`src/rtl/game_pkg.sv`:
```
// Shared types and constants for the game-flow controller.
// Holds state encoding, level codes and the level decode.
package game_pkg;

  typedef enum logic [2:0] {
    S_IDLE = 3'd0,
    S_CD   = 3'd1,
    S_PLAY = 3'd2,
    S_DONE = 3'd3
  } state_t;

  localparam logic [2:0] LVL_EASY = 3'b001;
  localparam logic [2:0] LVL_MID  = 3'b010;
  localparam logic [2:0] LVL_HARD = 3'b100;

  localparam logic [2:0] SPD_EASY = 3'd1;
  localparam logic [2:0] SPD_MID  = 3'd2;
  localparam logic [2:0] SPD_HARD = 3'd4;

  localparam logic [4:0] CNT_EASY = 5'd8;
  localparam logic [4:0] CNT_MID  = 5'd12;
  localparam logic [4:0] CNT_HARD = 5'd16;

  typedef struct packed {
    logic       ok;
    logic [2:0] speed;
    logic [1:0] shamt;
    logic [4:0] total;
  } lvl_dec_t;

  function automatic lvl_dec_t decode_level(
    input logic [2:0] lvl
  );
    lvl_dec_t d;
    d = '0;
    case (lvl)
      LVL_EASY: d = '{1'b1, SPD_EASY, 2'd0, CNT_EASY};
      LVL_MID:  d = '{1'b1, SPD_MID,  2'd1, CNT_MID};
      LVL_HARD: d = '{1'b1, SPD_HARD, 2'd2, CNT_HARD};
      default:  d = '0;
    endcase
    return d;
  endfunction

endpackage

```
`src/rtl/game_sequencer_spawn_timer.sv`:
```
// Interval down-counter issuing registered spawn pulses.
// due tells the owner a pulse is being issued on this edge.
module spawn_timer
  import game_pkg::*;
#(
  parameter int BASE_INTERVAL = 400
) (
  input  logic       clk,
  input  logic       rst,
  input  logic       start,
  input  logic [1:0] shamt,
  input  logic       stop,
  output logic       due,
  output logic       spawn
);

  localparam int CW = (BASE_INTERVAL > 2) ? $clog2(BASE_INTERVAL) : 1;

  logic [CW-1:0] cnt_q;
  logic [CW-1:0] reload;
  logic          run_q;
  logic          spawn_q;

  assign reload = CW'((BASE_INTERVAL >> shamt) - 1);
  assign due    = run_q & (cnt_q == '0) & ~stop;
  assign spawn  = spawn_q;

  always_ff @(posedge clk or negedge rst) begin
    if (!rst) begin
      cnt_q   <= '0;
      run_q   <= 1'b0;
      spawn_q <= 1'b0;
    end else begin
      spawn_q <= start | due;
      if (start | due) begin
        run_q <= 1'b1;
        cnt_q <= reload;
      end else if (stop) begin
        run_q <= 1'b0;
      end else if (run_q) begin
        cnt_q <= cnt_q - 1'b1;
      end
    end
  end

endmodule

```
`src/rtl/game_sequencer.sv`:
```
// Game-flow controller: level decode, countdown, spawning,
// hit/miss tally and round end.
module game_sequencer
  import game_pkg::*;
#(
  parameter int BASE_INTERVAL = 400,
  parameter int COUNTDOWN     = 100,
  parameter int LIVES         = 3
) (
  input  logic       clk,
  input  logic       rst,
  input  logic [2:0] level,
  input  logic       level_valid,
  input  logic       hit,
  input  logic       miss,
  output logic [2:0] state,
  output logic       game_en,
  output logic [2:0] speed,
  output logic       spawn,
  output logic [4:0] spawned,
  output logic [4:0] hits,
  output logic [4:0] misses,
  output logic [1:0] lives_left,
  output logic       game_over,
  output logic       cleared
);

  localparam int CDW = (COUNTDOWN > 2) ? $clog2(COUNTDOWN) : 1;
  localparam logic [CDW-1:0] CD_LOAD = CDW'(COUNTDOWN - 1);

  state_t         state_q;
  logic [CDW-1:0] cd_q;
  logic [2:0]     speed_q;
  logic [1:0]     shamt_q;
  logic [4:0]     total_q;
  logic [4:0]     spawned_q, hits_q, misses_q;
  logic [1:0]     lives_q;
  logic           game_en_q, over_q, clr_q;

  lvl_dec_t   dec;
  logic       in_play, start, stop, due, fire;
  logic       hit_c, miss_c, lose, win;
  logic [4:0] outst, hits_d, misses_d, res_d;
  logic [1:0] lives_d;

  assign dec     = decode_level(level);
  assign in_play = (state_q == S_PLAY);
  assign start   = (state_q == S_CD) & (cd_q == '0);
  assign fire    = start | due;

  // A simultaneous hit+miss on the last outstanding object keeps the hit.
  always_comb begin
    outst    = spawned_q - hits_q - misses_q;
    hit_c    = hit & in_play & (outst != 5'd0);
    miss_c   = miss & in_play & (outst != 5'd0)
             & ~(hit & (outst == 5'd1));
    hits_d   = hits_q + {4'd0, hit_c};
    misses_d = misses_q + {4'd0, miss_c};
    lives_d  = lives_q - {1'b0, miss_c};
    res_d    = hits_d + misses_d;
    lose     = miss_c & (lives_d == 2'd0);
    win      = in_play & ~lose & (res_d == total_q);
    stop     = ~in_play | (spawned_q >= total_q) | lose | win;
  end

  spawn_timer #(
    .BASE_INTERVAL(BASE_INTERVAL)
  ) u_timer (
    .clk  (clk),
    .rst  (rst),
    .start(start),
    .shamt(shamt_q),
    .stop (stop),
    .due  (due),
    .spawn(spawn)
  );

  always_ff @(posedge clk or negedge rst) begin
    if (!rst) begin
      state_q   <= S_IDLE;
      cd_q      <= '0;
      speed_q   <= '0;
      shamt_q   <= '0;
      total_q   <= '0;
      spawned_q <= '0;
      hits_q    <= '0;
      misses_q  <= '0;
      lives_q   <= '0;
      game_en_q <= 1'b0;
      over_q    <= 1'b0;
      clr_q     <= 1'b0;
    end else begin
      unique case (state_q)
        S_IDLE: begin
          if (level_valid && dec.ok) begin
            state_q   <= S_CD;
            cd_q      <= CD_LOAD;
            speed_q   <= dec.speed;
            shamt_q   <= dec.shamt;
            total_q   <= dec.total;
            lives_q   <= 2'(LIVES);
            spawned_q <= '0;
            hits_q    <= '0;
            misses_q  <= '0;
            over_q    <= 1'b0;
            clr_q     <= 1'b0;
            game_en_q <= 1'b1;
          end
        end
        S_CD: begin
          if (start) begin
            state_q   <= S_PLAY;
            spawned_q <= spawned_q + 5'd1;
          end else begin
            cd_q <= cd_q - 1'b1;
          end
        end
        S_PLAY: begin
          hits_q   <= hits_d;
          misses_q <= misses_d;
          lives_q  <= lives_d;
          if (fire) spawned_q <= spawned_q + 5'd1;
          if (lose || win) begin
            state_q   <= S_DONE;
            over_q    <= lose;
            clr_q     <= win;
            game_en_q <= 1'b0;
            speed_q   <= '0;
          end
        end
        S_DONE: ;
        default: state_q <= S_IDLE;
      endcase
    end
  end

  assign state      = state_q;
  assign game_en    = game_en_q;
  assign speed      = speed_q;
  assign spawned    = spawned_q;
  assign hits       = hits_q;
  assign misses     = misses_q;
  assign lives_left = lives_q;
  assign game_over  = over_q;
  assign cleared    = clr_q;

endmodule

```
`config.mk`:
```
export PLATFORM = sky130hd
export DESIGN_NAME = game_sequencer
export DESIGN_NICKNAME = d
export VERILOG_FILES = /design/src/rtl/game_pkg.sv /design/src/rtl/game_sequencer_spawn_timer.sv /design/src/rtl/game_sequencer.sv
export SDC_FILE = /design/constraint.sdc
export NUM_CORES = 1
export LEC_CHECK = 0
export ABC_AREA = 1
export CORE_ASPECT_RATIO = 0.8
export CORE_MARGIN = 2
export CORE_UTILIZATION = 57
export CTS_CLUSTER_DIAMETER = 80
export DETAILED_ROUTE_END_ITERATION = 7
export HOLD_SLACK_MARGIN = 0.05
export PLACE_DENSITY = 0.8
export SLEW_MARGIN = 20
export SYNTH_ARGS = -nofsm -noshare
export SYNTH_HDL_FRONTEND = slang
export SYNTH_HIERARCHICAL = 1
export SYNTH_SLANG_ARGS = --single-unit
```
`constraint.sdc`:
```
create_clock -name clk -period 5.95 [get_ports clk]
set_clock_uncertainty 0.1 [all_clocks]
set_input_delay 1.19 -clock clk [delete_from_list [all_inputs] [get_ports clk]]
set_output_delay 1.19 -clock clk [all_outputs]
set_load 0.005 [all_outputs]
```
==> results of run 1 <==
[where the power goes]
group	internal, mW	total, mW	switching, mW
sequential	0.379	0.449	0.0701
combinational	0.367	0.844	0.477
clock	0.126	0.243	0.117
[worst max-delay path: cells and delay by family, from the launching register on]
family	cells	cell delay, ns
and+or+nand+nor	23	2.45
adders and majority gates	6	1.91
DFF	1	0.38
buffers and inverters	5	0.36
xor gates and xnor gates	1	0.15
AOI/OAI and AO/OA	2	0.13
[how the worst max path moves through the flow]
stage / from / to / depth (start not counted)
6_report: spawned[0] / spawned[4] / 37
5_1_grt: spawned[0] / spawned[4] / 37
4_1_cts: spawned[0] / spawned[4] / 36
3_5_place_dp: spawned[0] / spawned[4] / 36
3_3_place_gp: spawned[0] / spawned[4] / 35
2_1_floorplan: spawned[0] / spawned[4] / 34
[through the flow]
step                std cells  setup slack [ns]  setup TNS (ns)  hold slack [ns]  instance area, um^2
global placement          524            0.3073               0           0.3584                 3725
finish                    540            0.3605               0           0.3783                 3925
CTS                       532           0.02223               0           0.3819                 3837
global route              540          -0.02871        -0.02871           0.4030                 3925
floorplan                 415            0.5784               0           0.3575                 3312
detailed placement        524           0.06500               0           0.3575                 3725
[layer usage]
| metal | up-vias | global-route usage (%) | part of all wire (%) |
|---|---|---|---|
| li1 | 1420 | - | - |
| met1 | 1332 | 39.28 | 50 |
| met2 | 75 | 36.87 | 43 |
| met3 | 7 | 4.209 | 5.9 |
| met4 | 0 | 6.136 | 1.0 |
| met5 | - | 0 | 0 |
[kinds of logic (layout without fill, tap and decap cells)]
logic type	Yosys count	after routing	share of synthesized area (%)
AND/OR/NAND/NOR	201	201	29.01
buffers and inverters	69	116	8.160
flip-flops	46	46	34.76
AO/OA/AOI/OAI	40	40	7.405
adder cells (fa/ha/maj)	36	36	14.73
XOR/XNOR	22	22	5.818
other	1	1	0.1132
[cell usage after synthesis]
| master | number | share of area, % |
|---|---|---|
| dfrtp_1 | 46 | 35 |
| o21ai_2 | 1 | 0.26 |
| inv_1 | 57 | 6.5 |
| buf_2 | 2 | 0.30 |
| a21oi_2 | 1 | 0.26 |
| nand4_1 | 4 | 0.76 |
| nor2_1 | 29 | 3.3 |
| clkinv_1 | 2 | 0.23 |
| nand2_1 | 93 | 11 |
| nor2_2 | 5 | 0.94 |
| or2_1 | 2 | 0.38 |
| inv_2 | 5 | 0.57 |
| nor2_4 | 5 | 1.7 |
| clkinv_2 | 1 | 0.15 |
| xnor2_1 | 10 | 2.6 |
| a21oi_1 | 6 | 0.91 |
| nand2_4 | 1 | 0.34 |
| o21ai_0 | 15 | 2.3 |
| a22o_1 | 4 | 1.1 |
| a21boi_0 | 1 | 0.23 |
| nand3_1 | 41 | 6.2 |
| o21ai_1 | 3 | 0.45 |
| and3_1 | 2 | 0.38 |
| ha_1 | 31 | 12 |
| a32oi_1 | 1 | 0.26 |
| o21bai_1 | 1 | 0.23 |
| a22oi_1 | 1 | 0.23 |
| buf_4 | 2 | 0.45 |
| xor2_1 | 12 | 3.2 |
| o22ai_1 | 3 | 0.57 |
| nand3_4 | 2 | 1.1 |
| nand2_2 | 9 | 1.7 |
| nand3b_1 | 3 | 0.68 |
| a21boi_1 | 1 | 0.23 |
| fa_1 | 5 | 3.0 |
| nand3_2 | 2 | 0.60 |
| o21a_1 | 2 | 0.45 |
| conb_1 | 1 | 0.11 |
| nor3_1 | 3 | 0.45 |
[cell type report]
cell class / instances / area, um^2 / share of cell area, %
clock buffers: 5 / 68.82 / 1.753
flip-flops and latches: 46 / 1151 / 29.33
clock inverters: 3 / 43.79 / 1.116
inverters: 65 / 246.5 / 6.280
repair buffers: 43 / 402.9 / 10.26
well taps: 78 / 97.59 / 2.486
multi-input cells: 300 / 1914 / 48.77
[sequential cells by signal, indices dropped and copies added, names as in the netlist, 2 cells and up]
signal / flops
total_q: 2
speed: 3
hits: 5
u_timer/cnt_q: 9
state: 2
lives_left: 2
misses: 5
spawned: 5
cd_q: 7
[repair_timing]
action / 4_1_cts / 5_1_grt
endpoints found under the setup margin: 0 / 14
resized for setup: 0 / 8
buffers inserted: 0 / 8
==> results_tabular.tex, run 1 <==
\begin{tabular}{lr}
\hline
Metric & Value \\
\hline
\multicolumn{2}{l}{\textbf{Floorplan}} \\
\quad Width of the die & 89.23 um \\
\quad Initial Util & 59.94\% \\
\quad Placeable core area & 5525 um\^{}2 \\
\quad Die Span Y & 72.18 um \\
\quad Std-Cell Rows & 24 \\
\quad Die footprint & 6440 um\^{}2 \\
\quad Total I/O pin count & 35 \\
\multicolumn{2}{l}{\textbf{Worst setup path}} \\
\quad Setup slack on the worst flop-to-flop path & 0.36 ns \\
\quad Cell type of the slowest stage on the worst timing path & fa\_1 \\
\quad Type of destination of the critical path & flop \\
\quad Maximum fanout encountered on the critical timing path & 6 \\
\quad Type of the worst setup path & reg -> reg \\
\quad Data arrival at the endpoint of the critical path & 5.74 ns \\
\quad Number of cell instances on the worst register-to-register path & 37 \\
\quad Required @ worst endpoint & 6.10 ns \\
\quad Reg-to-reg critical path endpoint & spawned[4] \\
\quad Crit path launch type & flop \\
\quad Largest stage delay on the critical path & 0.57 ns \\
\quad Reg-to-reg critical path startpoint & spawned[0] \\
\quad Cell mode on critical path & nand2\_1 \\
\multicolumn{2}{l}{\textbf{Detailed routing}} \\
\quad Final Routed Wirelength & 7553 um \\
\quad Post-DR vias/cell & 5.248 \\
\quad Number of nets still failing antenna checks after routing & 0 \\
\quad Number of violations reported at the end of detailed-routing iteration 0 & 189 \\
\quad Iteration count of the initial detailed-routing pass & 4 \\
\quad Detailed-route DRC error count & 0 \\
\quad Total via count after detailed routing & 2,834 \\
\quad Drt wl/cell & 13.99 um \\
\multicolumn{2}{l}{\textbf{Final layout}} \\
\quad Area grow syn2layout & 18.51\% \\
\quad Fraction of final layout cells with drive strength greater than 1 & 12.34\% \\
\quad Commonest non-fill, non-tap cell in the layout & nand2\_1 \\
\quad Antenna diode count & 0 \\
\quad Fill cell instance count of the final layout & 483 \\
\quad Final-stage net count & 505 \\
\quad Commonest cells after routing, fill and taps aside & nand2\_1 (93), inv\_1 (57), dfrtp\_1 (46), nand3\_1 (41), clkdlybuf4s50\_1 (32) \\
\quad Final cell utilization of the core & 71.04\% \\
\multicolumn{2}{l}{\textbf{Synth}} \\
\quad Post-synth design cell area & 3312 um\^{}2 \\
\quad Number of distinct library cells after synthesis & 39 \\
\quad Avg Cell Area, Syn & 7.981 um\^{}2 \\
\quad Sequential share of the synthesized area & 34.76\% \\
\quad Synthesis Warnings & 6 \\
\quad Synthesized Nets & 459 \\
\quad Post-synthesis register bit count & 46 \\
\quad Synthesized netlist cell count & 415 \\
\multicolumn{2}{l}{\textbf{Min path}} \\
\quad Worst Hold Path Cells & 2 \\
\quad Hold Path Class & reg -> reg \\
\quad Startpoint of the lowest-slack hold path & speed[1] \\
\quad Worst Hold Endpoint & speed[1] \\
\multicolumn{2}{l}{\textbf{Clocking}} \\
\quad Num Clock Sinks & 46 \\
\quad Root buffer cell & clkbuf\_8 \\
\quad Level count of the clock H-tree & 2 \\
\quad CTS tree & yes \\
\quad Number of buffers created by CTS & 5 \\
\quad Skew-Pair Late Insertion Delay & 0.32 ns \\
\quad Hold bufs inserted after CTS & 0 \\
\quad Buffer depth of the longest clock path & 2 \\
\quad Clock transition at the register clock pins on the worst setup and hold paths after CTS & 0.09 ns \\
\multicolumn{2}{l}{\textbf{Global route}} \\
\quad Pin count of the biggest net entering global routing & 47 \\
\quad Number of antenna violations at the first check in global routing & 0 \\
\quad GR Overflow Total & 0 \\
\quad Vias in the first global route & 2,689 \\
\quad Global-route total usage across every layer & 25.29\% \\
\quad Wire length of the first global-routing pass & 12,640 um \\
\multicolumn{2}{l}{\textbf{Flow run}} \\
\quad Number of max-cap violations & 0 \\
\multicolumn{2}{l}{\textbf{STA}} \\
\quad Finish-stage setup viols & 0 \\
\quad Relative max-transition margin & 61.10\% \\
\quad Shortest period the worst path allows & 5.589 ns \\
\quad Worst slew pin tran & 0.5835 ns \\
\quad Final Hold Fails & 0 \\
\quad Max Clk Rate & 178.9 MHz \\
\quad Part of the cycle the worst path needs & 93.94\% \\
\quad Number of slew-limit violations in the final report & 0 \\
\multicolumn{2}{l}{\textbf{Placement}} \\
\quad HPWL reported at the end of detailed placement & 5771 um \\
\quad Total of buffers placed on input and output ports & 33 \\
\quad GP Congestion & 0.9592 \\
\multicolumn{2}{l}{\textbf{Power}} \\
\quad Post-layout total power & 1.536 mW \\
\quad Peak VDD IR & 0.2797 mV \\
\quad Areal power density over the cells & 391.4 nW/um\^{}2 \\
\quad Static Leakage & 2.019 nW \\
\multicolumn{2}{l}{\textbf{Run status}} \\
\quad Run status & complete, no violations \\
\hline
\end{tabular}
Power figures use the tool's default switching activity.
==> run 2: changes to the inputs <==
Settings changed: CORE_MARGIN 2 to 5.
==> run 2 against run 1 <==
  * Non-clock buffer count shrank 6
  * Global-route usage shrank 2.9 points
  * Via count shrank 1.1%
  * Total power shrank 3.5%
  * Clock power shrank 11%
  * Maximum frequency grew 0.56%
  * Sequential share of layout area grew 0.23 points
  * Critical path type unchanged
  * Largest cell class unchanged
  * Highest routed layer unchanged
==> results_tabular.tex, run 2 (synthesis results as in run 1) <==
\begin{tabular}{lr}
\hline
Metric & Value \\
\hline
\multicolumn{2}{l}{\textbf{Run status}} \\
\quad Run status & complete, no violations \\
\multicolumn{2}{l}{\textbf{Clocking}} \\
\quad Num Clock Sinks & 46 \\
\quad Root buffer cell & clkbuf\_8 \\
\quad Level count of the clock H-tree & 2 \\
\quad CTS tree & yes \\
\quad Clock transition at the register clock pins on the worst setup and hold paths after CTS & 0.09 ns \\
\quad Buffer depth of the longest clock path & 2 \\
\quad Number of buffers created by CTS & 5 \\
\quad Skew-Pair Late Insertion Delay & 0.31 ns \\
\multicolumn{2}{l}{\textbf{Global route}} \\
\quad Pin count of the biggest net entering global routing & 47 \\
\quad Global-route total usage across every layer & 22.39\% \\
\quad Wire length of the first global-routing pass & 13,120 um \\
\quad Vias in the first global route & 2,824 \\
\quad Number of antenna violations at the first check in global routing & 0 \\
\quad GR Overflow Total & 0 \\
\multicolumn{2}{l}{\textbf{STA}} \\
\quad Finish-stage setup viols & 0 \\
\quad Final Hold Fails & 0 \\
\quad Max Clk Rate & 179.9 MHz \\
\quad Number of slew-limit violations in the final report & 0 \\
\quad Relative max-transition margin & 61.43\% \\
\quad Shortest period the worst path allows & 5.558 ns \\
\quad Part of the cycle the worst path needs & 93.42\% \\
\quad Worst slew pin tran & 0.5786 ns \\
\multicolumn{2}{l}{\textbf{Worst setup path}} \\
\quad Type of destination of the critical path & flop \\
\quad Cell mode on critical path & nand2\_1 \\
\quad Maximum fanout encountered on the critical timing path & 9 \\
\quad Cell type of the slowest stage on the worst timing path & fa\_1 \\
\quad Critical path startpoint & spawned[0] \\
\quad Required @ worst endpoint & 6.04 ns \\
\quad Reg-to-reg critical path startpoint & spawned[0] \\
\quad Data arrival at the endpoint of the critical path & 5.65 ns \\
\quad Largest stage delay on the critical path & 0.56 ns \\
\quad Crit path launch type & flop \\
\quad Type of the worst setup path & reg -> reg \\
\multicolumn{2}{l}{\textbf{Floorplan}} \\
\quad Initial Util & 59.62\% \\
\quad Total I/O pin count & 35 \\
\quad Width of the die & 95.23 um \\
\quad Placeable core area & 5555 um\^{}2 \\
\quad Die footprint & 7445 um\^{}2 \\
\quad Die Span Y & 78.18 um \\
\quad Std-Cell Rows & 24 \\
\multicolumn{2}{l}{\textbf{Power}} \\
\quad Post-layout total power & 1.482 mW \\
\quad Areal power density over the cells & 380.5 nW/um\^{}2 \\
\quad Static Leakage & 1.980 nW \\
\quad Peak VDD IR & 0.2418 mV \\
\multicolumn{2}{l}{\textbf{Final layout}} \\
\quad Post-route cell area & 3895 um\^{}2 \\
\quad Count of non-filler cells in the finished layout & 534 \\
\quad Final-stage net count & 499 \\
\quad Antenna diode count & 0 \\
\quad Commonest non-fill, non-tap cell in the layout & nand2\_1 \\
\quad Most flops, register & u\_timer/cnt\_q \\
\quad Flip-flop count of the largest register, all copies and words added & 9 \\
\quad Commonest cells after routing, fill and taps aside & nand2\_1 (93), inv\_1 (56), dfrtp\_1 (46), nand3\_1 (41), clkdlybuf4s50\_1 (32) \\
\quad Area grow syn2layout & 17.60\% \\
\quad Top Registers & u\_timer/cnt\_q (9), cd\_q (7) \\
\quad Final cell utilization of the core & 70.11\% \\
\quad Fraction of final layout cells with drive strength greater than 1 & 11.18\% \\
\multicolumn{2}{l}{\textbf{Detailed routing}} \\
\quad Iteration count of the initial detailed-routing pass & 4 \\
\quad Number of nets still failing antenna checks after routing & 0 \\
\quad Number of violations reported at the end of detailed-routing iteration 0 & 186 \\
\quad Final Routed Wirelength & 7605 um \\
\quad Post-DR vias/cell & 5.251 \\
\quad Total via count after detailed routing & 2,804 \\
\quad Drt wl/cell & 14.24 um \\
\quad Detailed-route DRC error count & 0 \\
\multicolumn{2}{l}{\textbf{Min path}} \\
\quad Hold Path Class & reg -> reg \\
\quad Startpoint of the lowest-slack hold path & speed[2] \\
\multicolumn{2}{l}{\textbf{Placement}} \\
\quad Cell Area, Placed & 3725 um\^{}2 \\
\quad Placed insts & 524 \\
\quad GP Congestion & 0.9271 \\
\quad HPWL reported at the end of detailed placement & 5876 um \\
\quad Total of buffers placed on input and output ports & 33 \\
\multicolumn{2}{l}{\textbf{Flow run}} \\
\quad Number of max-cap violations & 0 \\
\hline
\end{tabular}
[run 2: final cells by class]
cell class              count  area (um^2)
multi-input cells         300         1938
fillers                   461         1660
flip-flops and latches     46         1151
repair buffers             37        357.8
inverters                  65        245.2
well taps                  78        97.59
clock buffers               7        96.34
clock inverters             1        8.758
[run 2: what timing repair did]
item / in CTS / in global routing
hold buffers: 0 / 0
setup endpoints to repair: 0 / 14
gates resized for setup: 0 / 7
setup buffers: 0 / 2
[run 2: layer usage]
metal | GRT usage, % | part of all wire (%) | vias to the layer above
met3 | 4.111 | 6.8 | 7
met1 | 31.60 | 47 | 1308
met2 | 35.29 | 45 | 80
met5 | 0 | 0 | -
li1 | - | - | 1409
met4 | 6.052 | 1.1 | 0
[run 2: path summary, 6_finish.rpt]
| check | slack (ns) | endpoint | cells past startpoint |
|---|---|---|---|
| min reg2reg | 0.39 | speed[2] | 2 |
| min in group asynchronous | 0.78 | spawned[1] | 1 |
| max reg2reg | 0.39 | spawned[4] | 34 |
| max in group asynchronous | 4.58 | misses[3] | 1 |
| max | 0.39 | spawned[4] | 34 |
| min | 0.39 | speed[2] | 2 |
[run 2: metrics by stage]
| step | hold WS (ns) | TNS, ns | setup slack (ns) |
|---|---|---|---|
| 6_report | 0.3873 | 0 | 0.3917 |
| 5_1_grt | 0.4152 | -0.01436 | -0.01436 |
| 4_1_cts | 0.3901 | 0 | 0.03826 |
| 3_5_place_dp | 0.3665 | 0 | 0.06040 |
| 3_3_place_gp | 0.3588 | 0 | 0.3105 |
| 2_1_floorplan | 0.3575 | 0 | 0.5784 |
[run 2: report_power, final]
| part | total, mW | leakage, nW | switching, mW | internal (mW) |
|---|---|---|---|---|
| combinational | 0.812 | 1.33 | 0.465 | 0.347 |
| sequential | 0.453 | 0.596 | 0.0739 | 0.379 |
| clock | 0.217 | 0.0544 | 0.110 | 0.107 |
| total | 1.48 | 1.98 | 0.650 | 0.832 |
[run 2: worst max-delay path, delay by kind of cell (launching register included)]
family / cells / cell delay (ns)
AND/OR/NAND/NOR: 21 / 2.29
flip-flops: 1 / 0.41
buffers and inverters: 5 / 0.33
adder cells (fa/ha/maj): 6 / 2.11
AO/OA/AOI/OAI: 2 / 0.21
